==> src/rtl/traffic_pkg.sv <==
// traffic_pkg: state encoding, lamp patterns and led bit positions for the crossing sequencer
package traffic_pkg;
  typedef enum logic [2:0] {IDLE, GO_NOPD, WAIT_NOPD, ALLRED_A, GO_PD, WAIT_PD, ALLRED_B} state_t;
  localparam int LED_CAR_G = 5;
  localparam int LED_CAR_Y = 4;
  localparam int LED_CAR_R = 3;
  localparam int LED_PED_G = 2;
  localparam int LED_PED_Y = 1;
  localparam int LED_PED_R = 0;
  localparam logic [5:0] LAMP_IDLE      = 6'(1 << LED_CAR_R) | 6'(1 << LED_PED_R);
  localparam logic [5:0] LAMP_GO_NOPD   = 6'(1 << LED_CAR_G) | 6'(1 << LED_PED_R);
  localparam logic [5:0] LAMP_WAIT_NOPD = 6'(1 << LED_CAR_Y) | 6'(1 << LED_PED_R);
  localparam logic [5:0] LAMP_ALLRED_A  = 6'(1 << LED_CAR_R) | 6'(1 << LED_PED_R);
  localparam logic [5:0] LAMP_GO_PD     = 6'(1 << LED_CAR_R) | 6'(1 << LED_PED_G);
  localparam logic [5:0] LAMP_WAIT_PD   = 6'(1 << LED_CAR_R) | 6'(1 << LED_PED_Y);
  localparam logic [5:0] LAMP_ALLRED_B  = 6'(1 << LED_CAR_R) | 6'(1 << LED_PED_R);
  function automatic logic [5:0] lamp(input state_t s);
    return s == GO_NOPD   ? LAMP_GO_NOPD :
           s == WAIT_NOPD ? LAMP_WAIT_NOPD :
           s == ALLRED_A  ? LAMP_ALLRED_A :
           s == GO_PD     ? LAMP_GO_PD :
           s == WAIT_PD   ? LAMP_WAIT_PD :
           s == ALLRED_B  ? LAMP_ALLRED_B : LAMP_IDLE;
  endfunction
endpackage

==> src/rtl/traffic_phase_scheduler_tick_gen.sv <==
// tick_gen: free-running divider emitting one tick every TICK_DIV cycles, restartable by clr
module tick_gen #(
  parameter int TICK_DIV = 50_000_000
) (
  input  logic clk,
  input  logic rst,
  input  logic clr,
  output logic tick
);
  localparam int CW = $clog2(TICK_DIV);
  logic [CW-1:0] cnt;
  assign tick = cnt == CW'(TICK_DIV - 1);
  always_ff @(posedge clk)
    cnt <= (rst || clr || tick) ? '0 : cnt + 1'b1;
endmodule

==> src/rtl/traffic_phase_scheduler.sv <==
// traffic_phase_scheduler: pedestrian crossing phase sequencer; define TPS_AUTO_CYCLE_EN to cap vehicle green at T_MAX_CAR
module traffic_phase_scheduler
  import traffic_pkg::*;
#(
  parameter int TICK_DIV     = 50_000_000,
  parameter int T_GREEN_CAR  = 10,
  parameter int T_MAX_CAR    = 30,
  parameter int T_YELLOW_CAR = 3,
  parameter int T_ALLRED     = 2,
  parameter int T_GREEN_PED  = 8,
  parameter int T_YELLOW_PED = 3
) (
  input  logic       clk,
  input  logic       rst,
  input  logic       sw,
  input  logic       ped_req,
  output logic [5:0] led,
  output logic       start_pd,
  output logic       start_nopd,
  output logic       ped_wait,
  output logic [7:0] remain
);
  if (TICK_DIV < 2 || T_GREEN_CAR < 1 || T_GREEN_CAR > 255 || T_MAX_CAR < 1 || T_MAX_CAR > 255 ||
      T_YELLOW_CAR < 1 || T_YELLOW_CAR > 255 || T_ALLRED < 1 || T_ALLRED > 255 ||
      T_GREEN_PED < 1 || T_GREEN_PED > 255 || T_YELLOW_PED < 1 || T_YELLOW_PED > 255) begin : g_bad_param
    $error("traffic_phase_scheduler: parameter out of range");
  end
  state_t     state, nxt;
  logic       tick, chg, expire, green_ok, max_ok, enter_pd, enter_nopd, pw_d;
  logic [7:0] elapsed, el_n, load;
  logic [5:0] led_d;
  assign chg = nxt != state;
  tick_gen #(.TICK_DIV(TICK_DIV)) u_tick (
    .clk (clk),
    .rst (rst),
    .clr (chg),
    .tick(tick)
  );
  assign expire   = tick && remain == 8'd1;
  assign el_n     = elapsed + 8'(tick && elapsed != 8'hff);
  assign green_ok = el_n >= 8'(T_GREEN_CAR);
`ifdef TPS_AUTO_CYCLE_EN
  assign max_ok = el_n >= 8'(T_MAX_CAR);
`else
  assign max_ok = 1'b0;
`endif
  always_ff @(posedge clk) begin
    if (rst) begin
      state      <= IDLE;
      led        <= LAMP_IDLE;
      start_pd   <= 1'b0;
      start_nopd <= 1'b0;
      ped_wait   <= 1'b0;
      remain     <= 8'd0;
      elapsed    <= 8'd0;
    end else begin
      state      <= nxt;
      led        <= led_d;
      start_pd   <= enter_pd;
      start_nopd <= enter_nopd;
      ped_wait   <= pw_d;
      remain     <= chg ? load : (tick && remain != 8'd0) ? remain - 1'b1 : remain;
      elapsed    <= chg ? 8'd0 : state == GO_NOPD ? el_n : elapsed;
    end
  end
  always_comb begin
    nxt = state;
    case (state)
      IDLE:      nxt = sw ? GO_NOPD : IDLE;
      GO_NOPD:   nxt = (!sw || (ped_wait && green_ok) || max_ok) ? WAIT_NOPD : GO_NOPD;
      WAIT_NOPD: nxt = expire ? ALLRED_A : WAIT_NOPD;
      ALLRED_A:  nxt = expire ? (sw ? GO_PD : IDLE) : ALLRED_A;
      GO_PD:     nxt = (expire || !sw) ? WAIT_PD : GO_PD;
      WAIT_PD:   nxt = expire ? ALLRED_B : WAIT_PD;
      ALLRED_B:  nxt = expire ? (sw ? GO_NOPD : IDLE) : ALLRED_B;
      default:   nxt = IDLE;
    endcase
  end
  always_comb begin
    led_d      = lamp(nxt);
    enter_pd   = nxt == GO_PD && state != GO_PD;
    enter_nopd = nxt == GO_NOPD && state != GO_NOPD;
    pw_d       = enter_pd ? 1'b0 : (ped_req && state != GO_PD && state != WAIT_PD) ? 1'b1 : ped_wait;
    load       = nxt == GO_NOPD   ? 8'(T_GREEN_CAR) :
                 nxt == WAIT_NOPD ? 8'(T_YELLOW_CAR) :
                 nxt == GO_PD     ? 8'(T_GREEN_PED) :
                 nxt == WAIT_PD   ? 8'(T_YELLOW_PED) :
                 (nxt == ALLRED_A || nxt == ALLRED_B) ? 8'(T_ALLRED) : 8'd0;
  end
endmodule

==> config.mk <==
export PLATFORM = sky130hd
export DESIGN_NAME = traffic_phase_scheduler
export DESIGN_NICKNAME = d
export VERILOG_FILES = /design/src/rtl/traffic_pkg.sv /design/src/rtl/traffic_phase_scheduler_tick_gen.sv /design/src/rtl/traffic_phase_scheduler.sv
export SDC_FILE = /design/constraint.sdc
export NUM_CORES = 1
export LEC_CHECK = 0
export BUFFER_PORTS_ARGS = -buffer_cell sky130_fd_sc_hd__buf_2
export CORE_MARGIN = 3
export CORE_UTILIZATION = 59
export CTS_BUF_LIST = sky130_fd_sc_hd__clkbuf_16
export DETAILED_ROUTE_END_ITERATION = 10
export PLACE_DENSITY_LB_ADDON = 0.08
export SLEW_MARGIN = 10
export SYNTH_ARGS = -nofsm -noshare
export SYNTH_HDL_FRONTEND = slang
export SYNTH_SLANG_ARGS = --single-unit
==> constraint.sdc <==
create_clock -name clk -period 3.7 [get_ports clk]
set_input_delay 0.185 -clock clk [delete_from_list [all_inputs] [get_ports clk]]
set_output_delay 0.185 -clock clk [all_outputs]
set_load 0.01 [all_outputs]
Word-level counts from Yosys, hierarchy flattened
Cells that the tools add are included.
- register bits after elaboration: 54
- bits in latches: 0
- bits in writable memories: 0
- bits in read-only memories: 0
- input port bits: 4
- logic and storage cells: 77
- memories kept: 0
- $add $sub $neg: 3
- multipliers: 0
- div/mod/pow operators: 0
- magnitude comparators: 1
- equality and inequality tests: 19
- shifts and indexed selects: 0
- multiplexer cells: 21
- bitwise gates (word level): 0
- reductions and logical operators: 22
- operator list (cell ; number):
    $add A26 B1 Y26 const B ; 1
    $eq A26 B26 Y1 const B ; 1
    $pmux W3 S7 ; 1
    $eq A3 B3 Y1 const B ; 6
    $mux W8 ; 2
    $mux W3 ; 5
    $eq A3 B2 Y1 const B ; 4
    $mux W4 ; 3
    $mux W2 ; 5
    $add A8 B1 Y8 ; 1
    $eq A8 B1 Y1 const B ; 1
    $ge A8 B4 Y1 const B ; 1
    $logic_and A1 B1 Y1 ; 8
    $ne A8 B8 Y1 const B ; 1
    $reduce_bool A8 Y1 ; 1
    $sub A8 B1 Y8 const B ; 1
    $eq A3 B1 Y1 const B ; 2
    $mux W6 ; 1
    $ne A3 B3 Y1 const B ; 2
    $reduce_or A2 Y1 ; 3
    $logic_or A1 B1 Y1 ; 5
    $mux W5 ; 1
    $reduce_or A5 Y1 ; 1
    $reduce_or A4 Y1 ; 1
    other kinds (6) ; 8

Longest topological paths before layout
- depth after elaboration: 16
- depth in mapped cells: 15
- gate-level depth less buffers: 14

Cells and area by module
Synthesis repeated with hierarchy kept, for this count alone.
- cells, all modules: 322
- area, all modules: 2835.2 um^2
- modules (own cells, without submodules) (module ; instances ; cells an instance ; area an instance (um^2) ; sequential area each (um^2)):
    traffic_phase_scheduler ; 1 ; 180 ; 1566.5 ; 560.5
    tick_gen ; 1 ; 142 ; 1268.7 ; 520.5

Worst setup path after synthesis
No wires, ideal clock.
- path kind: flip-flop to flip-flop
- from: reg u_tick.cnt[18]
- to: reg remain[3]
- arrival time: 3023 ps
- required time: 3583 ps
- path slack: 559 ps
- cell stages (with the launch flop): 16
- path buffers: 2
- cells stage by stage: dfxtp_1 > nor4_4 > and4_1 > clkbuf_1 > nand2_1 > a41oi_1 > ha_1 > ha_1 > and3_1 > nor4_1 > o211ai_1 > o211ai_1 > a311o_1 > buf_6 > xnor2_1 > a32o_1
- word-level cells in the longest chain between the ends: 13
- RTL lines (element ; RTL line ; RTL):
    from (decl) ; traffic_phase_scheduler_tick_gen.sv:11 ; logic [CW-1:0] cnt;
    from (signal assigned) ; traffic_phase_scheduler_tick_gen.sv:14 ; cnt <= (rst || clr || tick) ? '0 : cnt + 1'b1;
    $eq A26 B26 Y1 * ; traffic_phase_scheduler_tick_gen.sv:12 ; assign tick = cnt == CW'(TICK_DIV - 1);
    $logic_and A1 B1 Y1 ; traffic_phase_scheduler.sv:40 ; assign el_n = elapsed + 8'(tick && elapsed != 8'hff);
    $add A8 B1 Y8 ; traffic_phase_scheduler.sv:40 ;
    $ge A8 B4 Y1 ; traffic_phase_scheduler.sv:41 ; assign green_ok = el_n >= 8'(T_GREEN_CAR);
    $logic_and A1 B1 Y1 ; traffic_phase_scheduler.sv:70 ; GO_NOPD: nxt = (!sw || (ped_wait && green_ok) || max_ok) ? WAIT_NOPD : GO_NOPD;
    $logic_or A1 B1 Y1 ; traffic_phase_scheduler.sv:70 ;
    $mux W2 ; traffic_phase_scheduler.sv:70 ;
    $pmux W3 S7 ; traffic_phase_scheduler.sv:68 ; case (state)
    $eq A3 B3 Y1 ; traffic_phase_scheduler.sv:86 ; nxt == GO_PD ? 8'(T_GREEN_PED) :
    $mux W4 ; traffic_phase_scheduler.sv:86 ;
    $mux W4 ; traffic_phase_scheduler.sv:85 ; nxt == WAIT_NOPD ? 8'(T_YELLOW_CAR) :
    $mux W4 ; traffic_phase_scheduler.sv:84 ; load = nxt == GO_NOPD ? 8'(T_GREEN_CAR) :
    $mux W8 ; traffic_phase_scheduler.sv:62 ; remain <= chg ? load : (tick && remain != 8'd0) ? remain - 1'b1 : remain;
    to (signal assigned) ; traffic_phase_scheduler.sv:62 ;
    to (decl) ; traffic_phase_scheduler.sv:21 ; output logic [7:0] remain
Every way passes the cells marked *; elsewhere a longest branch is shown, timed or not.
A chain may end at the register's enable or synchronous reset.

Final worst setup path
- from: reg u_tick.cnt[7]
- to: reg remain[3]
The elaborated chain is that of the path after synthesis.

==> key figures <==
Outcome
  • Status: finished, final reports clean

STA
  • Setup_tns: 0 ns
  • Slew headroom: 65.5%
  • Tmin final: 3.51 ns
  • Final Hold Vio Count: 0
  • Final clock skew: 0.00723 ns
  • Fmax: 0.285 GHz
  • Fin. max-slew vios: 0
  • Fin worst setup slack: 0.192 ns
  • Least-Margin Pin Slew: 0.517 ns
  • Count of final setup violators: 0
  • Final period util: 94.8%
  • RSZ-0062 raised after global routing: no

Place
  • Hpwl dp: 3.69 mm
  • Port bufs: 20
  • Placer Congestion: 0.875
  • Post-place setup slack: 0.231 ns

Critical path
  • Crit Path Category: reg2reg
  • Critical path arrival: 3.69 ns
  • Crit path required time: 3.89 ns
  • Worst Setup SP: u_tick.cnt[7]
  • Worst reg2reg startpoint: u_tick.cnt[7]
  • CP Max Fanout: 9
  • CP Capture Type: flop
  • Critical path launch point type: flop

Die
  • Io pins: 21
  • Area of the core: 0.00420 sq mm
  • Width of the chip: 73.6 microns
  • Initial Util: 64.1%
  • Die area: 0.00541 sq mm
  • Die height: 73.6 microns
  • Std-Cell Rows: 23

CTS
  • Root Driver: clkbuf_16
  • Clk slew on worst S/H paths: 0.07 ns
  • CTS buffer count: 5
  • Post_cts resized: 0
  • Clk buf depth: 2
  • H-tree levels: 2
  • Worst-skew pair later-pin latency: 0.29 ns
  • Post-CTS Setup Inserts: 0
  • Sink Count: 54
  • Cts-stage hold buffer count: 0
  • CTS tree: built

Yosys
  • Post-synth top flop: dfxtp_1
  • Mapped Area: 0.00269 sq mm
  • Syn avg cell area: 8.69 sq um
  • Synth async-reset ratio: 0%
  • Seq cells post-synth: 54
  • Post-Synthesis Cells: 310
  • Synth Warn #: 0
  • Post-synth EDFFs: 0
  • Syn_nets: 319
  • Post-synth cell types: 57
  • Seq/Total Area, Yosys: 40.1%

Cells and area
  • Sequential cell area: 0.00108 sq mm
  • Most common cell after layout, fill and taps aside: dfxtp_1
  • Ant. Diodes: 0
  • P&R area growth vs syn: 10.7%
  • Layout Nets: 335
  • Area occupied by multi-input gates: 0.00152 sq mm
  • Most frequent cells in the layout: dfxtp_1, nor2_1, xor2_1, nand2_1, buf_2
  • Fraction of layout cells with a size suffix above 1: 14.4%
  • Final-layout fill cell count: 346

Routing
  • Vias: 2160
  • 1st-iter DRT viols: 129
  • 1st-pass router iterations: 4
  • Vias per std cell: 5.73
  • DRT antenna net count: 0
  • Avg WL per Cell: 13.4 microns
  • WL final: 5.04 mm
  • DRC: 0

Power
  • Leak: 1.17 nW
  • PD cells: 408 mW/mm^2
  • Peak VDD IR: 0.303 mV

Global route
  • Vias in the first global route: 2001
  • GRT Total Usage: 20.4%
  • Initial antenna violation count: 0
  • Global route overflow: 0
  • Largest net degree at the start of global routing: 26
  • First-pass GRT wire length: 8.83 mm

Job
  • # Max-Cap Violations: 0

Worst hold path
  • Tightest Hold Check Type: in2reg
  • Min-delay src: rst
-- through the flow --
| stage | utilization [%] | area (sq um) | power (mW) | cells | hold slack (ns) |
|---|---|---|---|---|---|
| after floorplan | - | 2690 | 0.678 | 310 | 0.360 |
| after global placement | 66.8 | 2810 | 0.699 | 369 | 0.426 |
| after detailed placement | 66.8 | 2810 | 0.699 | 369 | 0.429 |
| after CTS | 70.9 | 2980 | 1.23 | 377 | 0.156 |
| after global routing | 71.0 | 2980 | 1.27 | 377 | 0.175 |
| final | 71.0 | 2980 | 1.22 | 377 | 0.158 |
-- layout make-up --
cell class                 instances  share of cell area, %
clock inverter                     3                   1.59
inverter                           9                   1.13
tap                               50                   2.10
multi-input combinational        234                   50.9
sequential                        54                   36.3
clock buffer                       5                   4.20
timing repair buffer              22                   3.86
-- cells by family (layout without fill, tap and decap cells) --
group                      Yosys count  after routing  share of synthesized area [%]
muxes                                2              2                          0.743
and+or+nand+nor                    155            155                           31.2
buffers and inverters               22             39                           3.62
DFF                                 54             54                           40.1
AOI/OAI and AO/OA                   33             33                           9.29
adders and majority gates            5              5                           2.32
xor gates and xnor gates            39             39                           12.7
-- flip-flops by register name (all words and copies together) (netlist names) --
signal and count:
elapsed 8, start_pd 1, ped_wait 1, u_tick.cnt 26, state 3, led 6
remain 8, start_nopd 1
-- final timing paths --
path,cells after the start,to,slack (ns)
setup / recovery,13,remain[3],0.19
hold / removal,2,state[1],0.16
setup reg to reg,13,remain[3],0.19
hold reg to reg,1,u_tick.cnt[0],0.44
-- Yosys cell counts (all sizes together), types with 2 or more instances --
library cell	count	area share [%]
xor2	31	10
buf	7	1.5
nor3	9	2.0
and4bb	2	0.93
a211oi	2	0.74
nor2	52	7.3
nand2	26	3.6
nand3	14	2.6
o211ai	3	0.84
a41oi	2	0.65
mux2i	2	0.74
o211a	2	0.74
and2	5	1.2
nand4	13	3.5
clkbuf	6	0.84
o21ai	4	0.74
a21oi	6	1.1
o31ai	2	0.56
or3	3	0.70
dfxtp	54	40
and3	8	1.9
nor4	3	1.3
ha	5	2.3
a211o	2	0.65
xnor2	8	2.6
or4	2	0.70
nor2b	5	1.2
nor3b	3	1.0
and4	5	1.9
nor4b	2	0.65
inv	9	1.3
-- layer usage --
metal	part of all wire [%]	routed length (microns)	GRT usage (%)	up-vias
li1	-	-	-	1116
met1	50	2500	26.6	1002
met2	45	2270	33.6	35
met3	4.0	201	4.24	7
met4	1.4	71	6.84	0
met5	0	0	0	-
-- power by group --
part	internal [mW]	switching [mW]	total (mW)
Sequential	0.591	0.0115	0.602
Clock	0.323	0.207	0.530
Combinational	0.0322	0.0518	0.0840
-- worst max-delay path, cell delays in order (launching register included) --
cell	delay, ns
dfxtp_1	0.37
nor4_4	0.29
and4_1	0.34
nand2_1	0.11
a41oi_1	0.19
ha_1	0.25
ha_1	0.27
and3_1	0.22
nor4_1	0.06
o211ai_1	0.23
o211ai_1	0.14
a311o_2	0.54
xnor2_1	0.18
a32o_1	0.21
(Power assumes the default switching activity.)
